<file path="src/rtl/instr_fetch_unit_if.sv">
// Fetch-stage bus bundle: instruction memory port, IR handoff to decode
// and the branch/jump redirect coming back from execute.
interface instr_fetch_unit_if;
    logic [31:0] imem_addr;
    logic [31:0] imem_data;
    logic [31:0] ir;
    logic [31:0] ir_pc4;
    logic        ir_valid;
    logic        ir_ready;
    logic        redir_valid;
    logic [31:0] redir_pc4;
    logic [15:0] redir_imm;

    // Fetch unit side
    modport master (
        output imem_addr,
        input  imem_data,
        output ir,
        output ir_pc4,
        output ir_valid,
        input  ir_ready,
        input  redir_valid,
        input  redir_pc4,
        input  redir_imm
    );

    // Memory / decode / execute side
    modport slave (
        input  imem_addr,
        output imem_data,
        input  ir,
        input  ir_pc4,
        input  ir_valid,
        output ir_ready,
        output redir_valid,
        output redir_pc4,
        output redir_imm
    );
endinterface

</file>
<file path="src/rtl/instr_fetch_unit.sv">
// Fetch stage of the multicycle MIPS core. Owns the PC, samples the
// combinational instruction memory into IR, hands IR to decode over a
// valid/ready handshake, applies redirects and spots the terminating JMP -1.
module instr_fetch_unit #(
    parameter logic [31:0] RESET_PC   = 32'h0000_0000,
    parameter int          FETCH_WAIT = 0
) (
    input  logic                       clk,
    input  logic                       rst,
    instr_fetch_unit_if.master         bus,
    output logic                       halted,
    output logic [31:0]                fetch_count
);

    localparam logic [0:0]  ST_WAIT     = 1'b0;
    localparam logic [0:0]  ST_FULL     = 1'b1;
    localparam logic [3:0]  WAIT_CYCLES = 4'(FETCH_WAIT);
    localparam logic [31:0] HALT_INSTR  = 32'hA800_FFFF;

    logic [0:0]  r_state;
    logic [3:0]  r_cnt;
    logic [31:0] r_pc;
    logic [31:0] r_ir;
    logic [31:0] r_ir_pc4;
    logic        r_halted;
    logic [31:0] r_fetch_count;

    logic [0:0]  w_state_next;
    logic [3:0]  w_cnt_next;
    logic [31:0] w_pc_next;
    logic [31:0] w_ir_next;
    logic [31:0] w_ir_pc4_next;
    logic        w_halted_next;
    logic [31:0] w_fetch_count_next;

    logic        w_accept;
    logic        w_sample;
    logic [31:0] w_pc_plus4;
    logic [29:0] w_redir_word;
    logic [31:0] w_redir_target;
    logic        w_unused_pc4_lsbs;

    // Handshake completes whenever IR is full and decode is ready.
    assign w_accept = (r_state == ST_FULL) && bus.ir_ready;

    // Sample memory at the end of the wait window, or back-to-back in
    // zero-wait mode when decode takes the current IR.
    assign w_sample = ((r_state == ST_WAIT) && (r_cnt == WAIT_CYCLES)) ||
                      ((FETCH_WAIT == 0) && w_accept);

    assign w_pc_plus4 = r_pc + 32'd4;

    // Target is computed in word units so the low pc4 bits never leak in;
    // the 30-bit add wraps exactly like the full 32-bit byte address.
    assign w_redir_word   = bus.redir_pc4[31:2] +
                            {{14{bus.redir_imm[15]}}, bus.redir_imm};
    assign w_redir_target = {w_redir_word, 2'b00};
    assign w_unused_pc4_lsbs = ^bus.redir_pc4[1:0];

    // Next-state logic: redirect beats normal fetch; accept side effects
    // are independent of the redirect.
    always_comb begin
        w_state_next       = r_state;
        w_cnt_next         = r_cnt;
        w_pc_next          = r_pc;
        w_ir_next          = r_ir;
        w_ir_pc4_next      = r_ir_pc4;
        w_halted_next      = r_halted;
        w_fetch_count_next = r_fetch_count;

        if (w_accept) begin
            w_fetch_count_next = r_fetch_count + 32'd1;
            if (r_ir == HALT_INSTR) begin
                w_halted_next = 1'b1;
            end
        end

        if (bus.redir_valid) begin
            w_pc_next    = w_redir_target;
            w_state_next = ST_WAIT;
            w_cnt_next   = 4'd0;
        end else if (w_sample) begin
            w_ir_next     = bus.imem_data;
            w_ir_pc4_next = w_pc_plus4;
            w_pc_next     = w_pc_plus4;
            w_state_next  = ST_FULL;
        end else if (r_state == ST_WAIT) begin
            w_cnt_next = r_cnt + 4'd1;
        end else if (w_accept) begin
            w_cnt_next   = 4'd0;
            w_state_next = ST_WAIT;
        end
    end

    // State registers with synchronous reset that overrides everything.
    always_ff @(posedge clk) begin
        if (rst) begin
            r_state       <= ST_WAIT;
            r_cnt         <= 4'd0;
            r_pc          <= RESET_PC;
            r_ir          <= 32'd0;
            r_ir_pc4      <= 32'd0;
            r_halted      <= 1'b0;
            r_fetch_count <= 32'd0;
        end else begin
            r_state       <= w_state_next;
            r_cnt         <= w_cnt_next;
            r_pc          <= w_pc_next;
            r_ir          <= w_ir_next;
            r_ir_pc4      <= w_ir_pc4_next;
            r_halted      <= w_halted_next;
            r_fetch_count <= w_fetch_count_next;
        end
    end

    assign bus.imem_addr = r_pc;
    assign bus.ir        = r_ir;
    assign bus.ir_pc4    = r_ir_pc4;
    assign bus.ir_valid  = (r_state == ST_FULL);
    assign halted        = r_halted;
    assign fetch_count   = r_fetch_count;

endmodule

</file>
<file path="src/flat_wrapper.sv">
// flat-port wrapper written by rule: the top's interface ports become plain ports
module instr_fetch_unit_flat 
#(
    parameter logic [31:0] RESET_PC   = 32'h0000_0000,
    parameter int          FETCH_WAIT = 0
)
  (clk, rst, halted, fetch_count, bus_imem_addr, bus_imem_data, bus_ir, bus_ir_pc4, bus_ir_valid, bus_ir_ready, bus_redir_valid, bus_redir_pc4, bus_redir_imm);
  instr_fetch_unit_if bus_i ();
  input  logic clk;
  input  logic rst;
  output logic halted;
  output logic [31:0] fetch_count;
  output wire logic [$bits(bus_i.imem_addr)-1:0] bus_imem_addr;
  input wire logic [$bits(bus_i.imem_data)-1:0] bus_imem_data;
  output wire logic [$bits(bus_i.ir)-1:0] bus_ir;
  output wire logic [$bits(bus_i.ir_pc4)-1:0] bus_ir_pc4;
  output wire logic [$bits(bus_i.ir_valid)-1:0] bus_ir_valid;
  input wire logic [$bits(bus_i.ir_ready)-1:0] bus_ir_ready;
  input wire logic [$bits(bus_i.redir_valid)-1:0] bus_redir_valid;
  input wire logic [$bits(bus_i.redir_pc4)-1:0] bus_redir_pc4;
  input wire logic [$bits(bus_i.redir_imm)-1:0] bus_redir_imm;
  assign bus_imem_addr = bus_i.imem_addr;
  assign bus_i.imem_data = bus_imem_data;
  assign bus_ir = bus_i.ir;
  assign bus_ir_pc4 = bus_i.ir_pc4;
  assign bus_ir_valid = bus_i.ir_valid;
  assign bus_i.ir_ready = bus_ir_ready;
  assign bus_i.redir_valid = bus_redir_valid;
  assign bus_i.redir_pc4 = bus_redir_pc4;
  assign bus_i.redir_imm = bus_redir_imm;
  instr_fetch_unit #(.RESET_PC(RESET_PC), .FETCH_WAIT(FETCH_WAIT)) u_core (.clk(clk), .rst(rst), .bus(bus_i), .halted(halted), .fetch_count(fetch_count));
endmodule
</file>
<file path="config.mk">
export PLATFORM = sky130hd
export DESIGN_NAME = instr_fetch_unit_flat
export DESIGN_NICKNAME = d
export VERILOG_FILES = /design/src/rtl/instr_fetch_unit_if.sv /design/src/rtl/instr_fetch_unit.sv /design/src/flat_wrapper.sv
export SDC_FILE = /design/constraint.sdc
export NUM_CORES = 1
export LEC_CHECK = 0
export ABC_AREA = 1
export CORE_MARGIN = 4
export CORE_UTILIZATION = 64
export CTS_CLUSTER_SIZE = 16
export DETAILED_ROUTE_END_ITERATION = 12
export DONT_BUFFER_PORTS = 1
export PLACE_DENSITY = 0.8
export SYNTH_ARGS = -nofsm -noshare
export SYNTH_HDL_FRONTEND = slang
export SYNTH_SLANG_ARGS = --single-unit
</file>
<file path="constraint.sdc">
create_clock -name clk -period 2.1 [get_ports clk]
set_input_delay 0.105 -clock clk [delete_from_list [all_inputs] [get_ports clk]]
set_output_delay 0.105 -clock clk [all_outputs]
set_load 0.02 [all_outputs]
</file>
==> flow_summary.ini <==
[global_route]
antenna_found_initial = 0
grt_max_degree = 78
grtUsageTotal_pct = 33.36
grt_pass1_vias = 8241
grt.overflow.total = 0
grt_pass1_wl_um = 40100

[place]
dpl_cell_area_mm2 = 0.008767
post-place-cells = 1523
portBuffers = 0
dp_hpwl_um = 18490
gp_congestion = 0.9967

[final_layout]
layout.nets = 1522
finalInstanceArea_mm2 = 0.009686
mostFrequentLayoutCell = nand2_1
drive_above_1_share_pct = 8.327
diodes = 0
final_util_pct = 76.13
syn_to_final_growth_pct = 15.95
fillCellCount = 1028
layout_common_cells = 366 x nand2_1, 205 x nor2_1, 174 x inv_1
fin_cells = 1589

[timing]
maxSlewViolCount = 0
rsz0062_at_grt = no
setup_viol = 0
skew_ns = 0.009849
finalCritPeriodShare_pct = 90.93
worst_hold_slack_ns = 0.05775
hold_viol = 0
fmax_mhz = 523.7
fin_tns_setup_ns = 0
period_needed_ns = 1.910
worst_slew_pin_slew_ns = 0.8318
relSlewSlack_pct = 44.36

[routing]
drt-total-wl_um = 25590
post-route-drc-count = 0
viasPerCell = 5.627
drt_iter0_markers = 770
vias = 8942
dr.pass1.iters = 6
wire_per_inst_um = 16.11
ant_nets = 0

[logic_synthesis]
synth_warnings = 0
synth_ff_type = dfxtp_1
synth-compound-area-share_pct = 12.75
synthAdderAreaFrac_pct = 5.183
post-synth-top-area-cell = dfxtp_1
synth_top_area_share_pct = 31.16
yosys.area_share.simple_pct = 37.42
synth_cells = 1337
synthXorXnorAreaFrac_pct = 3.250
synth_top_family_by_area = simple AND/OR/NAND/NOR gates
ys_seq_area_share_pct = 31.16
synth_edf_count = 0
postSynth.asyncResetShare_pct = 0
ys_ff_latch = 130
synth_area_mm2 = 0.008353
synthTopCellsByArea = dfxtp_1 31%, nand2_1 16%, nor2_1 9.2%
yosys-mux-area-fraction_pct = 0
synth_cell_types = 47
synth.avg_cell_area_um2 = 6.248

[worst_setup_path]
crit_path_start_kind = flip-flop
crit_required_ns = 2.40
endpoint_kind = flip-flop
critical_path_arrival_ns = 2.21
crit_path_max_fanout = 19
path_class = reg2reg

[cts]
cts_root_buffer = clkbuf_16
cts_made_buffers = 17
clock_path_buffers = 2
worstSkewPairLatency_ns = 0.42
cts-htree-levels = 4
cts_sinks = 130
path_clk_slew_ns = 0.06
cts_tree = done

[floorplanning]
die-area_mm2 = 0.01494
core-area_mm2 = 0.01272
dieHeight_um = 122.2
num_rows = 41
die_w_um = 122.2
ios = 214
initial_utilization_pct = 65.66

[outcome]
outcome = complete, no violations

[worst_hold_path]
hp-class = in2reg

[power]
p_per_area_mw_per_mm2 = 718.0
ir_drop_uv = 563.5
leakagePower_nw = 4.390

[run]
drv_cap = 0
-- what timing repair did --
action | CTS | global route
hold endpoints to repair | 113 | 0
hold buffers | 34 | 0
gates resized for setup | 0 | 0
setup buffers | 0 | 0
-- area by class of cell --
cell class                 count  area, µm²  share of cell area [%]
clock buffer                  18      429.2                   4.431
inverter                     179      674.4                   6.963
clock inverter                14      131.4                   1.356
sequential                   130       2603                   26.87
tap                          172      215.2                   2.222
multi-input combinational    995       4910                   50.69
timing repair buffer          81      723.2                   7.467
-- Yosys cell counts, types with 8 or more instances --
| cell | count |
|---|---|
| nand3_1 | 58 |
| a31oi_1 | 8 |
| nand4_1 | 21 |
| nor3_1 | 25 |
| nand2_1 | 366 |
| inv_1 | 174 |
| xor2_1 | 21 |
| xnor2_1 | 10 |
| nand3b_1 | 10 |
| dfxtp_1 | 130 |
| a21oi_1 | 107 |
| buf_2 | 10 |
| clkbuf_1 | 17 |
| nor2_1 | 205 |
| nand2_2 | 9 |
| ha_1 | 33 |
| o21ai_0 | 66 |
-- through the flow --
| step | setup WS [ns] | power [mW] |
|---|---|---|
| floorplan | 0.3638 | 3.740 |
| global placement | 0.2362 | 4.062 |
| detailed placement | 0.2151 | 4.087 |
| CTS | 0.2526 | 6.930 |
| global route | 0.09847 | 7.237 |
| finish | 0.1904 | 6.954 |
-- path summary, 6_finish.rpt --
kind / startpoint / to / slack [ns] / depth (start not counted)
worst max-delay path: u_core.r_cnt[1]$_SDFFE_PP0P_ / u_core.bus.ir[5]$_SDFFE_PP0P_ / 0.19 / 10
worst min-delay path: rst / u_core.fetch_count[12]$_SDFFE_PP0P_ / 0.06 / 2
worst max register to register: u_core.r_cnt[1]$_SDFFE_PP0P_ / u_core.bus.ir[5]$_SDFFE_PP0P_ / 0.19 / 10
worst min register to register: u_core.fetch_count[5]$_SDFFE_PP0P_ / u_core.fetch_count[5]$_SDFFE_PP0P_ / 0.51 / 2
-- report_power, final --
group          switching (mW)  internal [mW]
sequential              0.232           2.61
clock                    1.15           1.64
combinational           0.857          0.463
total                    2.24           4.71
-- kinds of logic after synthesis --
family,Yosys count
buffers and inverters,215
AO/OA/AOI/OAI,201
adder cells (fa/ha/maj),34
AND/OR/NAND/NOR,725
other,1
XOR/XNOR,31
flip-flops,130
-- sequential cells by signal, summed over array words and instances, names as in the netlist --
register,count
u_core.fetch_count,32
u_core.r_cnt,4
u_core.bus.ir_pc4,30
u_core.bus.imem_addr,30
u_core.bus.ir_valid,1
u_core.halted,1
u_core.bus.ir,32
-- critical path: stages (launching register included) --
cell      delay, ns
dfxtp_1        0.39
inv_1          0.06
ha_1           0.20
nand4_1        0.13
nand2_2        0.14
nand2_4        0.11
clkinv_2       0.10
buf_4          0.21
buf_4          0.22
nor2_1         0.15
nor2_1         0.08
-- routing by layer --
layer	vias up	track usage, %	wire length, µm
met5	-	0	0
met4	0	13.65	966
met3	77	9.309	2608
met2	440	59.46	12350
met1	4031	37.38	9668
li1	4394	-	-
Note: power is estimated with default switching activity, not from simulation.
